## config.mk

```make
export PLATFORM = sky130hd
export DESIGN_NAME = lr35902_snd_seq
export DESIGN_NICKNAME = d
export VERILOG_FILES = /design/src/rtl/lr35902_snd_seq_pkg.sv /design/src/rtl/lr35902_snd_env.sv /design/src/rtl/lr35902_snd_seq.sv
export SDC_FILE = /design/constraint.sdc
export NUM_CORES = 1
export LEC_CHECK = 0
export CAP_MARGIN = 20
export CORE_ASPECT_RATIO = 0.75
export CORE_MARGIN = 1
export CORE_UTILIZATION = 58
export CTS_BUF_LIST = sky130_fd_sc_hd__clkbuf_2 sky130_fd_sc_hd__clkbuf_4 sky130_fd_sc_hd__clkbuf_8
export DETAILED_ROUTE_END_ITERATION = 12
export GPL_TIMING_DRIVEN = 1
export PLACE_DENSITY = 0.88
export SLEW_MARGIN = 20
export SYNTH_ARGS = -nofsm -noshare
export SYNTH_HDL_FRONTEND = slang
export SYNTH_SLANG_ARGS = --single-unit
```

## constraint.sdc

```tcl
create_clock -name clk -period 3.6 [get_ports clk]
set_clock_uncertainty 0.05 [all_clocks]
set_input_delay 0.9 -clock clk [delete_from_list [all_inputs] [get_ports clk]]
set_output_delay 0.9 -clock clk [all_outputs]
set_load 0.01 [all_outputs]
```

## src/rtl/lr35902_snd_seq_pkg.sv

```systemverilog
// Shared constants and types for the sound frame sequencer: step event masks,
// length maxima and the NRx2 envelope register layout.
package lr35902_snd_seq_pkg;

   localparam logic [7:0] LEN_STEPS = 8'b01010101;
   localparam logic [7:0] SWP_STEPS = 8'b01000100;
   localparam logic [7:0] ENV_STEPS = 8'b10000000;

   localparam int LEN_MAX_SQ   = 64;
   localparam int LEN_MAX_WAVE = 256;

   typedef struct packed {
      logic [3:0] vol;
      logic       dir;
      logic [2:0] per;
   } env_cfg_t;

   // A zero period still arms the timer with 8 so a later live period change counts from a full span.
   function automatic logic [3:0] env_period(input logic [2:0] per);
      return (per == 3'd0) ? 4'd8 : {1'b0, per};
   endfunction

endpackage

```

## src/rtl/lr35902_snd_env.sv

```systemverilog
// Volume envelope for one square/noise channel: period timer plus 4-bit volume
// that steps up or down on each timer expiry and saturates at 0/15.
module lr35902_snd_env
   import lr35902_snd_seq_pkg::*;
(
   input  logic       clk,
   input  logic       reset,
   input  logic       en,
   input  logic       tick,
   input  logic       trig,
   input  logic [7:0] cfg,
   output logic [3:0] vol
);

   env_cfg_t   c;
   logic [3:0] vol_q, vol_d;
   logic [3:0] tmr_q, tmr_d;

   assign c   = env_cfg_t'(cfg);
   assign vol = vol_q;

   always_comb begin
      vol_d = vol_q;
      tmr_d = tmr_q;
      if (!en) begin
         vol_d = 4'd0;
         tmr_d = 4'd0;
      end else if (trig) begin
         vol_d = c.vol;
         tmr_d = env_period(c.per);
      end else if (tick && (c.per != 3'd0)) begin
         // A timer already at 0 (never triggered) is treated as expired rather than wrapping.
         if (tmr_q <= 4'd1) begin
            tmr_d = {1'b0, c.per};
            if (c.dir && (vol_q != 4'hF))
               vol_d = vol_q + 4'd1;
            else if (!c.dir && (vol_q != 4'h0))
               vol_d = vol_q - 4'd1;
         end else begin
            tmr_d = tmr_q - 4'd1;
         end
      end
   end

   always_ff @(posedge clk or negedge reset) begin
      if (!reset) begin
         vol_q <= 4'd0;
         tmr_q <= 4'd0;
      end else begin
         vol_q <= vol_d;
         tmr_q <= tmr_d;
      end
   end

endmodule

```

## src/rtl/lr35902_snd_seq.sv

```systemverilog
// Sound frame sequencer: prescaler to the 512 Hz frame step, length/sweep/envelope
// event scheduling, per-channel length counters and channel-on flags.
module lr35902_snd_seq
   import lr35902_snd_seq_pkg::*;
#(
   parameter int PRESCALE = 8192
) (
   input  logic       clk,
   input  logic       reset,
   input  logic       snd_on,
   input  logic [3:0] trig,
   input  logic [3:0] len_en,
   input  logic [3:0] len_load,
   input  logic [7:0] len_din,
   input  logic [3:0] dac_on,
   input  logic [7:0] env_cfg1,
   input  logic [7:0] env_cfg2,
   input  logic [7:0] env_cfg4,
   output logic [3:0] ch_on,
   output logic [3:0] vol1,
   output logic [3:0] vol2,
   output logic [3:0] vol4,
   output logic       sweep_tick,
   output logic [2:0] step
);

   localparam int PW = (PRESCALE > 1) ? $clog2(PRESCALE) : 1;

   logic [PW-1:0] pre_q, pre_d;
   logic [2:0]    step_q, step_d;
   logic          swp_q, swp_d;
   logic          frame_tick, len_clk, env_clk;
   logic [3:0]    trig_ok;

   assign frame_tick = snd_on && (pre_q == PW'(PRESCALE - 1));
   assign len_clk    = frame_tick && LEN_STEPS[step_q];
   assign env_clk    = frame_tick && ENV_STEPS[step_q];
   assign trig_ok    = trig & {4{snd_on}};

   assign step       = step_q;
   assign sweep_tick = swp_q;

   always_comb begin
      pre_d  = pre_q;
      step_d = step_q;
      swp_d  = 1'b0;
      if (!snd_on) begin
         pre_d  = '0;
         step_d = 3'd0;
      end else if (frame_tick) begin
         pre_d  = '0;
         step_d = step_q + 3'd1;
         swp_d  = SWP_STEPS[step_q];
      end else begin
         pre_d  = pre_q + PW'(1);
      end
   end

   always_ff @(posedge clk or negedge reset) begin
      if (!reset) begin
         pre_q  <= '0;
         step_q <= 3'd0;
         swp_q  <= 1'b0;
      end else begin
         pre_q  <= pre_d;
         step_q <= step_d;
         swp_q  <= swp_d;
      end
   end

   for (genvar i = 0; i < 4; i++) begin : g_len
      localparam int LW  = (i == 2) ? 9 : 7;
      localparam int MAX = (i == 2) ? LEN_MAX_WAVE : LEN_MAX_SQ;

      logic [LW-1:0] cnt_q, cnt_d, load_val;
      logic          on_q, on_d;

      assign load_val = LW'(9'(MAX) - ((i == 2) ? {1'b0, len_din} : {3'b0, len_din[5:0]}));
      assign ch_on[i] = on_q;

      // Trigger outranks a same-cycle load, which outranks the length clock.
      always_comb begin
         cnt_d = cnt_q;
         on_d  = on_q;
         if (trig_ok[i]) begin
            if (cnt_q == '0)
               cnt_d = LW'(MAX);
            on_d = dac_on[i];
         end else if (len_load[i]) begin
            cnt_d = load_val;
         end else if (len_clk && len_en[i] && (cnt_q != '0)) begin
            cnt_d = cnt_q - LW'(1);
            if (cnt_q == LW'(1))
               on_d = 1'b0;
         end
         if (!snd_on || !dac_on[i])
            on_d = 1'b0;
      end

      always_ff @(posedge clk or negedge reset) begin
         if (!reset) begin
            cnt_q <= '0;
            on_q  <= 1'b0;
         end else begin
            cnt_q <= cnt_d;
            on_q  <= on_d;
         end
      end
   end

   lr35902_snd_env u_env1 (
      .clk   (clk),
      .reset (reset),
      .en    (snd_on),
      .tick  (env_clk),
      .trig  (trig_ok[0]),
      .cfg   (env_cfg1),
      .vol   (vol1)
   );

   lr35902_snd_env u_env2 (
      .clk   (clk),
      .reset (reset),
      .en    (snd_on),
      .tick  (env_clk),
      .trig  (trig_ok[1]),
      .cfg   (env_cfg2),
      .vol   (vol2)
   );

   lr35902_snd_env u_env4 (
      .clk   (clk),
      .reset (reset),
      .en    (snd_on),
      .tick  (env_clk),
      .trig  (trig_ok[3]),
      .cfg   (env_cfg4),
      .vol   (vol4)
   );

endmodule

```

# Yosys cells after proc, flatten, opt, wreduce, memory -nomap -nowiden
# Memory sizes are Yosys's and may differ from the RTL's.
# Cells that the tools add are included.
word_totals:
  input_bits: 51
  ramBits: 0
  ff_bits: 75
  rom_bits: 24
  output_inout_bits: 20
  n_memories: 3
  word_cells: 218
  latch_bits: 0
classes:
  shifts: 0
  n_reduce_logical: 72
  n_mul: 0
  n_eq_ne: 26
  n_lt_le_gt_ge: 4
  addsub: 17
  div_mod_pow: 0
  bitwise: 1
  mux: 78
memory_table:
  columns: ["name", "depth", "word_bits", "read_ports", "rd_clocked_by_memory_dff", "write_ports", "line_no", "text"]
  rows:
  - ["(name not given)", 8, 1, 1, 0, 0, "lr35902_snd_seq.sv:53", "swp_d = SWP_STEPS[step_q];"]
  - ["(name not given)", 8, 1, 1, 0, 0, "lr35902_snd_seq.sv:37", "assign env_clk = frame_tick && ENV_STEPS[step_q];"]
  - ["(name not given)", 8, 1, 1, 0, 0, "lr35902_snd_seq.sv:36", "assign len_clk = frame_tick && LEN_STEPS[step_q];"]
ops:
  columns: ["cell", "n"]
  rows:
  - ["$mux 4", 33]
  - ["$mux 7", 12]
  - ["$reduce_bool 3->1", 15]
  - ["$mux 9", 4]
  - ["$ne 3x1->1 const B", 10]
  - ["$mux 13", 2]
  - ["$mux 1", 25]
  - ["$sub 4x1->4 const B", 6]
  - ["$eq 7x1->1 const B", 3]
  - ["$logic_not 7->1", 3]
  - ["$reduce_and 3->1", 7]
  - ["$reduce_bool 7->1", 3]
  - ["$sub 7x1->7 const B", 3]
  - ["$logic_and 1x1->1", 20]
  - ["$add 13x1->13 const B", 1]
  - ["$eq 13x13->1 const B", 1]
  - ["$add 4x1->4 const B", 3]
  - ["$le 4x1->1 const B", 3]
  - ["$ne 4x1->1 const B", 3]
  - ["$ne 4x4->1 const B", 3]
  - ["$reduce_bool 4->1", 3]
  - ["$ne 2x1->1 const B", 5]
  - ["$eq 9x1->1 const B", 1]
  - ["$logic_not 3->1", 3]
  - ["12 further kinds", 26]

# Depth between registers and ports, before layout
# Gate-level depths: netlist of run 1.
depth:
  depth_word: 9
  mapped_depth: 9
  ltp_nobuf: 9

# Hierarchy
# Synthesis of run 1 repeated with hierarchy kept, for this count alone.
hier_totals:
  cells_unflattened: 601
  hier_area_um2: 5261.3
modules_own_cells:
  columns: ["module", "area_per_inst_um2", "n_inst", "cells_per_inst", "seq_area_each_um2"]
  rows:
  - ["lr35902_snd_seq", 3448.3, 1, 394, 1276.2]
  - ["lr35902_snd_env", 604.3, 3, 69, 200.2]

# Worst setup path after synthesis of run 1
# Ideal clock, no wire load.
synth_timing:
  path_type: "input-to-reg"
  start: "in snd_on"
  end: "reg g_len[2].cnt_q[2]"
  path_slack_ps: 1069
  cell_stages: 6
  t_arrival_ps: 2345
  setup_time_ps: 136
  required_ps: 3414
  path_cell_list: "nand4b_1 or4_1 o31a_1 clkbuf_1 o21ai_0 o21ai_0"
synth_via:
  elab_chain_len: 6
synth_rtl:
  columns: ["element", "line_no", "text"]
  rows:
  - ["start, declared", "lr35902_snd_seq.sv:10", "input logic snd_on,"]
  - ["$logic_and 1x1->1", "lr35902_snd_seq.sv:35", "assign frame_tick = snd_on && (pre_q == PW'(PRESCALE - 1));"]
  - ["$logic_and 1x1->1", "lr35902_snd_seq.sv:36", null]
  - ["$logic_and 1x1->1 (2 in a row)", "lr35902_snd_seq.sv:91", "end else if (len_clk && len_en[i] && (cnt_q != '0)) begin"]
  - ["$reduce_bool 3->1 (no line)", null, null]
  - ["$reduce_and 2->1 (no line)", null, null]
  - ["end signal, assigned", "lr35902_snd_seq.sv:105", "cnt_q <= cnt_d;"]
  - ["end, declared", "lr35902_snd_seq.sv:75", "logic [LW-1:0] cnt_q, cnt_d, load_val;"]
# Parallel ways exist; a longest one is shown, timed or not.
# A chain may end at the register's enable or synchronous reset.

# Final worst setup path of run 1
layout_timing:
  start: "in snd_on"
  end: "reg g_len[2].cnt_q[3]"
# Same word-level chain as after synthesis.

==> results.py, run 1 <==
metrics = {
    "outcome": {
        "outcome": "completed",
    },
    "die": {
        "die_x_um": 113.1,
        "core_um2": 8708,
        "ios": 71,
        "rows": 29,
        "fp.dieH_um": 85.30,
        "initial_utilization": 0.6161,
        "dieArea_um2": 9643,
    },
    "cts": {
        "cts_tree": "yes",
        "worstSkewPairLatency_ns": 0.36,
        "cts_buffers": 9,
        "clk_path_buf_depth": 2,
        "clk_pin_slew_worst_paths_ns": 0.08,
        "postCtsHoldBufs": 0,
        "cts_sinks": 75,
        "cts_setup_buffers": 0,
        "h-tree-depth": 3,
        "cts_resized": 0,
        "cts_root_buf": "clkbuf_8",
    },
    "timing": {
        "finalSetupTns_ns": 0,
        "layout_min_cycle_time_ns": 2.952,
        "fin_crit_sh": 0.8199,
        "tightest_slew_ns": 0.8079,
        "finalSetupViolations": 0,
        "fmax_ghz": 0.3388,
        "slew_violations": 0,
        "slew_headroom": 0.4614,
        "rsz0062_at_grt": "false",
        "hold_viol": 0,
    },
    "logic_synthesis": {
        "synthAdderAreaFrac": 0.07649,
        "async_flop_share": 1.000,
        "yosysSeqAreaShare": 0.3498,
        "syn_area_um2": 5365,
        "synth-edff-count": 0,
        "synth_warnings": 0,
        "synth.avg_cell_area_um2": 8.489,
        "ys_seq_elements": 75,
        "synthMuxAreaShare": 0.02892,
        "synth_top_family_by_area": "simple AND/OR/NAND/NOR gates",
        "synth-simple-area-share": 0.2465,
        "yosysUniqueCellTypes": 65,
        "synth_xor_area_frac": 0.04408,
        "syn_nets": 714,
        "synth-compound-area-share": 0.2092,
        "synth-main-ff-cell": "dfrtp_1",
        "syn_inst": 632,
    },
    "hold_path": {
        "hp-class": "flop to flop",
    },
    "worst_setup_path": {
        "setup.worst_path.end_class": "flop",
        "arrival_ns": 3.11,
        "worst-path-max-fanout": 16,
        "worst_setup_path_start_kind": "input port",
        "cp.required_ns": 3.76,
        "path_class": "input port to flop",
    },
    "job": {
        "max-cap-violations": 0,
    },
    "pwr": {
        "leakage_nw": 2.687,
        "p_total_mw": 2.410,
        "ir_drop_mv": 0.2972,
        "power_per_cell_area_nw_per_um2": 376.0,
    },
    "drt": {
        "avgViaCountPerCell": 6.517,
        "first_pass_iters": 7,
        "drtIter0Drc": 685,
        "route.detailed.drc": 0,
        "antenna_left": 0,
        "via_count": 5344,
        "routed_wl_mm": 14.22,
        "wl_per_cell_um": 17.34,
    },
    "placed_design": {
        "gp_congestion": 0.9213,
        "dp_hpwl_mm": 10.35,
        "io_buffers": 70,
        "place_inst": 805,
    },
    "layout": {
        "fin_util": 0.7361,
        "largest_register_ff_count": 30,
        "layout_commonest_cell": "dfrtp_1",
        "top_regs": "g_len.cnt_q (30), pre_q (13)",
        "instances_no_fill": 820,
        "drive_gt1_frac": 0.06742,
        "final_cell_mix": "dfrtp_1 (75), clkdlybuf4s50_1 (69), nand2_1 (66)",
        "final_nets": 790,
        "antenna_cells": 0,
        "largest_register": "g_len.cnt_q",
        "synthToLayoutAreaGrowth_pct": 19.47,
    },
    "grt": {
        "grt_max_degree": 44,
        "grt_pass1_vias": 4960,
        "antenna_found_initial": 0,
        "grt_pass1_wl_mm": 23.72,
        "grt_overflow_total": 0,
        "grt_util_all_layers": 0.3094,
    },
}
## logic make-up (layout without fill, tap and decap cells)
group,after synthesis,in the layout
multiplexers,15,15
buffers and inverters,58,138
AO/OA/AOI/OAI,167,167
flip-flops,75,75
AND/OR/NAND/NOR,259,259
adder cells (fa/ha/maj),31,31
XOR/XNOR,27,27
## Yosys cell counts (all sizes together) (3+ instances only)
cell type / number / area share
o21a: 5 / 0.0070
nand4b: 5 / 0.0082
and2: 10 / 0.012
nand2b: 4 / 0.0047
a211oi: 6 / 0.0084
nor2: 60 / 0.042
o211ai: 7 / 0.0098
o31ai: 12 / 0.017
or4: 8 / 0.011
dfrtp: 75 / 0.35
a21boi: 5 / 0.0070
xnor2: 16 / 0.026
nand3: 15 / 0.016
xor2: 11 / 0.018
or3b: 3 / 0.0049
or3: 9 / 0.011
o21ai: 44 / 0.041
nand4: 16 / 0.019
buf: 7 / 0.0091
mux2: 4 / 0.0084
a22o: 8 / 0.013
nor4: 11 / 0.013
nand2: 66 / 0.046
o221ai: 3 / 0.0049
ha: 28 / 0.065
fa: 3 / 0.011
inv: 34 / 0.024
nor3b: 6 / 0.0084
a21oi: 25 / 0.023
clkbuf: 17 / 0.012
a21o: 6 / 0.0084
nor3: 28 / 0.026
nor4b: 6 / 0.0098
and3: 7 / 0.0084
o31a: 6 / 0.0098
a31oi: 13 / 0.015
mux2i: 11 / 0.021
## critical path, stage by stage
cell and delay [ns]:
clkdlybuf4s50_1 0.48, nand4b_1 0.18, or4_1 0.61, o31a_1 0.52, o21ai_0 0.25, o221ai_1 0.16
## where the power goes
group | internal [mW] | switching [mW] | leakage [nW]
Sequential | 0.940 | 0.127 | 0.967
Combinational | 0.338 | 0.402 | 1.63
Clock | 0.288 | 0.315 | 0.0898
Total | 1.57 | 0.844 | 2.69
## worst paths after layout
path / to / from / cells after the start / slack [ns]
worst max-delay path: g_len[2].cnt_q[3] / snd_on / 6 / 0.65
worst min-delay path: pre_q[0] / pre_q[0] / 1 / 0.43
worst max register to register: u_env4.vol[3] / pre_q[0] / 7 / 0.78
worst min register to register: pre_q[0] / pre_q[0] / 1 / 0.43
max in group asynchronous: g_len[0].cnt_q[5] / reset / 2 / 2.23
min in group asynchronous: u_env2.vol[1] / reset / 1 / 0.57
## layer usage
layer / track usage / part of all wire / up-vias
met2: 0.4869 / 0.46 / 301
met3: 0.06857 / 0.078 / 39
li1: - / - / 2490
met5: 0 / 0 / -
met1: 0.4306 / 0.44 / 2514
met4: 0.08971 / 0.022 / 0
## cell type report
cell class | instances | area, um2
multi-input combinational | 499 | 3247
fill | 655 | 2298
sequential | 75 | 1877
timing repair buffer | 89 | 850.8
clock buffer | 13 | 160.2
tap | 108 | 135.1
inverter | 34 | 127.6
clock inverter | 2 | 12.51
## through the flow
step | area (um2) | setup slack (ns) | hold WS, ns
after detailed placement | 6237 | 0.3204 | 0.4233
after CTS | 6410 | 0.6900 | 0.4309
after global routing | 6410 | 0.5428 | 0.4622
after floorplan | 5365 | 1.069 | 0.3979
after global placement | 6237 | 0.4281 | 0.4166
final | 6410 | 0.6483 | 0.4326
(Power assumes the default switching activity.)
==> run 2: changes to the inputs <==
==> constraint.sdc (replaced) <==
create_clock -name clk -period 3.02 [get_ports clk]
set_clock_uncertainty 0.05 [all_clocks]
set_input_delay 0.755 -clock clk [delete_from_list [all_inputs] [get_ports clk]]
set_output_delay 0.755 -clock clk [all_outputs]
set_load 0.01 [all_outputs]
==> results.py, run 2 (synthesis results as in run 1) <==
metrics = {
    "pwr": {
        "leakage_nw": 2.760,
        "power_per_cell_area_nw_per_um2": 441.2,
        "ir_drop_mv": 0.3015,
        "p_total_mw": 2.875,
    },
    "grt": {
        "grt_util_all_layers": 0.3316,
        "grt_pass1_vias": 5438,
        "grt_overflow_total": 0,
        "grt_pass1_wl_mm": 25.39,
        "grt_max_degree": 76,
        "antenna_found_initial": 0,
    },
    "cts": {
        "cts_buffers": 9,
        "clk_pin_slew_worst_paths_ns": 0.07,
        "worstSkewPairLatency_ns": 0.37,
        "clk_path_buf_depth": 2,
        "cts_sinks": 75,
        "cts_setup_buffers": 0,
        "h-tree-depth": 3,
        "cts_root_buf": "clkbuf_8",
        "cts_resized": 0,
        "cts_tree": "yes",
        "postCtsHoldBufs": 0,
    },
    "timing": {
        "tightest_slew_ns": 0.7047,
        "rsz0062_at_grt": "false",
        "layout_min_cycle_time_ns": 2.697,
        "hold-worst-slack_ns": 0.3646,
        "fin_crit_sh": 0.8930,
        "slew_headroom": 0.5262,
        "fin_ws_ns": 0.3231,
        "finalSetupTns_ns": 0,
        "hold_viol": 0,
        "slew_violations": 0,
        "fmax_ghz": 0.3708,
        "finalSetupViolations": 0,
    },
    "worst_setup_path": {
        "cp_num_buf_inv": 2,
        "arrival_ns": 2.90,
        "worst_setup_path_start_kind": "input port",
        "path_class": "input port to flop",
        "worst-path-max-fanout": 28,
        "path_delay_family": "compound AO/OA/AOI/OAI gates",
        "worstPathCellList": "clkdlybuf4s50_1 > buf_4 > a21boi_0 > a31oi_1 > o31a_1 > o31ai_1 > a22o_1",
        "critPathMaxStageDelay_ns": 0.56,
        "slowest_stage": "o31a_1",
        "setup.worst_path.end_class": "flop",
        "cp.required_ns": 3.22,
    },
    "die": {
        "rows": 29,
        "dieArea_um2": 9643,
        "fp.dieH_um": 85.30,
        "die_x_um": 113.1,
        "core_um2": 8708,
        "initial_utilization": 0.6161,
        "ios": 71,
    },
    "drt": {
        "antenna_left": 0,
        "wl_per_cell_um": 18.05,
        "routed_wl_mm": 15.05,
        "via_count": 5433,
        "avgViaCountPerCell": 6.514,
        "route.detailed.drc": 0,
        "drtIter0Drc": 609,
        "first_pass_iters": 7,
    },
    "layout": {
        "drive_gt1_frac": 0.08540,
        "seqCellArea_um2": 1877,
        "final_nets": 806,
        "fin_util": 0.7484,
        "top_regs": "g_len.cnt_q (30), pre_q (13)",
        "final_cell_mix": "dfrtp_1 (75), clkdlybuf4s50_1 (69), nand2_1 (66)",
        "multi_input_area_um2": 3247,
        "largest_register": "g_len.cnt_q",
        "antenna_cells": 0,
        "fillers": 644,
        "synthToLayoutAreaGrowth_pct": 21.48,
        "final_area_um2": 6518,
        "largest_register_ff_count": 30,
        "layout_commonest_cell": "dfrtp_1",
        "instances_no_fill": 834,
    },
    "placed_design": {
        "gp_congestion": 0.9273,
        "io_buffers": 70,
        "dpl_cell_area_um2": 6357,
        "place_inst": 821,
        "dp_hpwl_mm": 10.95,
        "pre_cts_slack_ns": 0.001699,
    },
    "hold_path": {
        "hp-class": "input port to async pin",
    },
    "outcome": {
        "outcome": "completed",
    },
    "job": {
        "max-cap-violations": 0,
    },
}
## run 2: changes by cell type in the layout (fill, tap and decap cells not counted)
cell	previous run	this run
buf_4	18	34
clkinv_2	1	0
clkinvlp_4	1	0
## run 2: final cells by class
type,count,share of cell area
inverters,34,0.01958
flip-flops and latches,75,0.2880
clock buffers,13,0.02457
repair buffers,105,0.1490
multi-input cells,499,0.4982
well taps,108,0.02073
## run 2: per-layer routing
metal  track usage  wire (um)  up-vias
li1              -          -     2511
met1        0.4415       6415     2594
met2        0.5432       7044      283
met3       0.07071       1239       45
met4        0.1065        350        0
met5             0          0        -
## run 2: power by group
part	switching, mW	internal [mW]	leakage [nW]	total, mW
clock	0.362	0.336	0.0857	0.698
sequential	0.152	1.12	0.967	1.27
combinational	0.488	0.416	1.71	0.904
## run 2: final timing paths
check / start / endpoint / slack (ns) / cells after the start
setup / recovery: snd_on / g_len[2].cnt_q[5] / 0.32 / 7
hold / removal: reset / u_env2.vol[1] / 0.36 / 2
setup reg to reg: pre_q[0] / g_len[2].cnt_q[5] / 0.34 / 7
hold reg to reg: pre_q[0] / pre_q[0] / 0.46 / 1
max in group asynchronous: reset / g_len[0].cnt_q[5] / 2.20 / 2
min in group clk: pre_q[0] / pre_q[0] / 0.46 / 1
## run 2: worst reg2reg max path, delay by kind of cell (launching register included)
kind	cells	cell delay (ns)
compound gates	3	0.98
fa+ha+maj	1	0.24
simple gates	2	0.72
flops	1	0.41
buf+inv	1	0.21
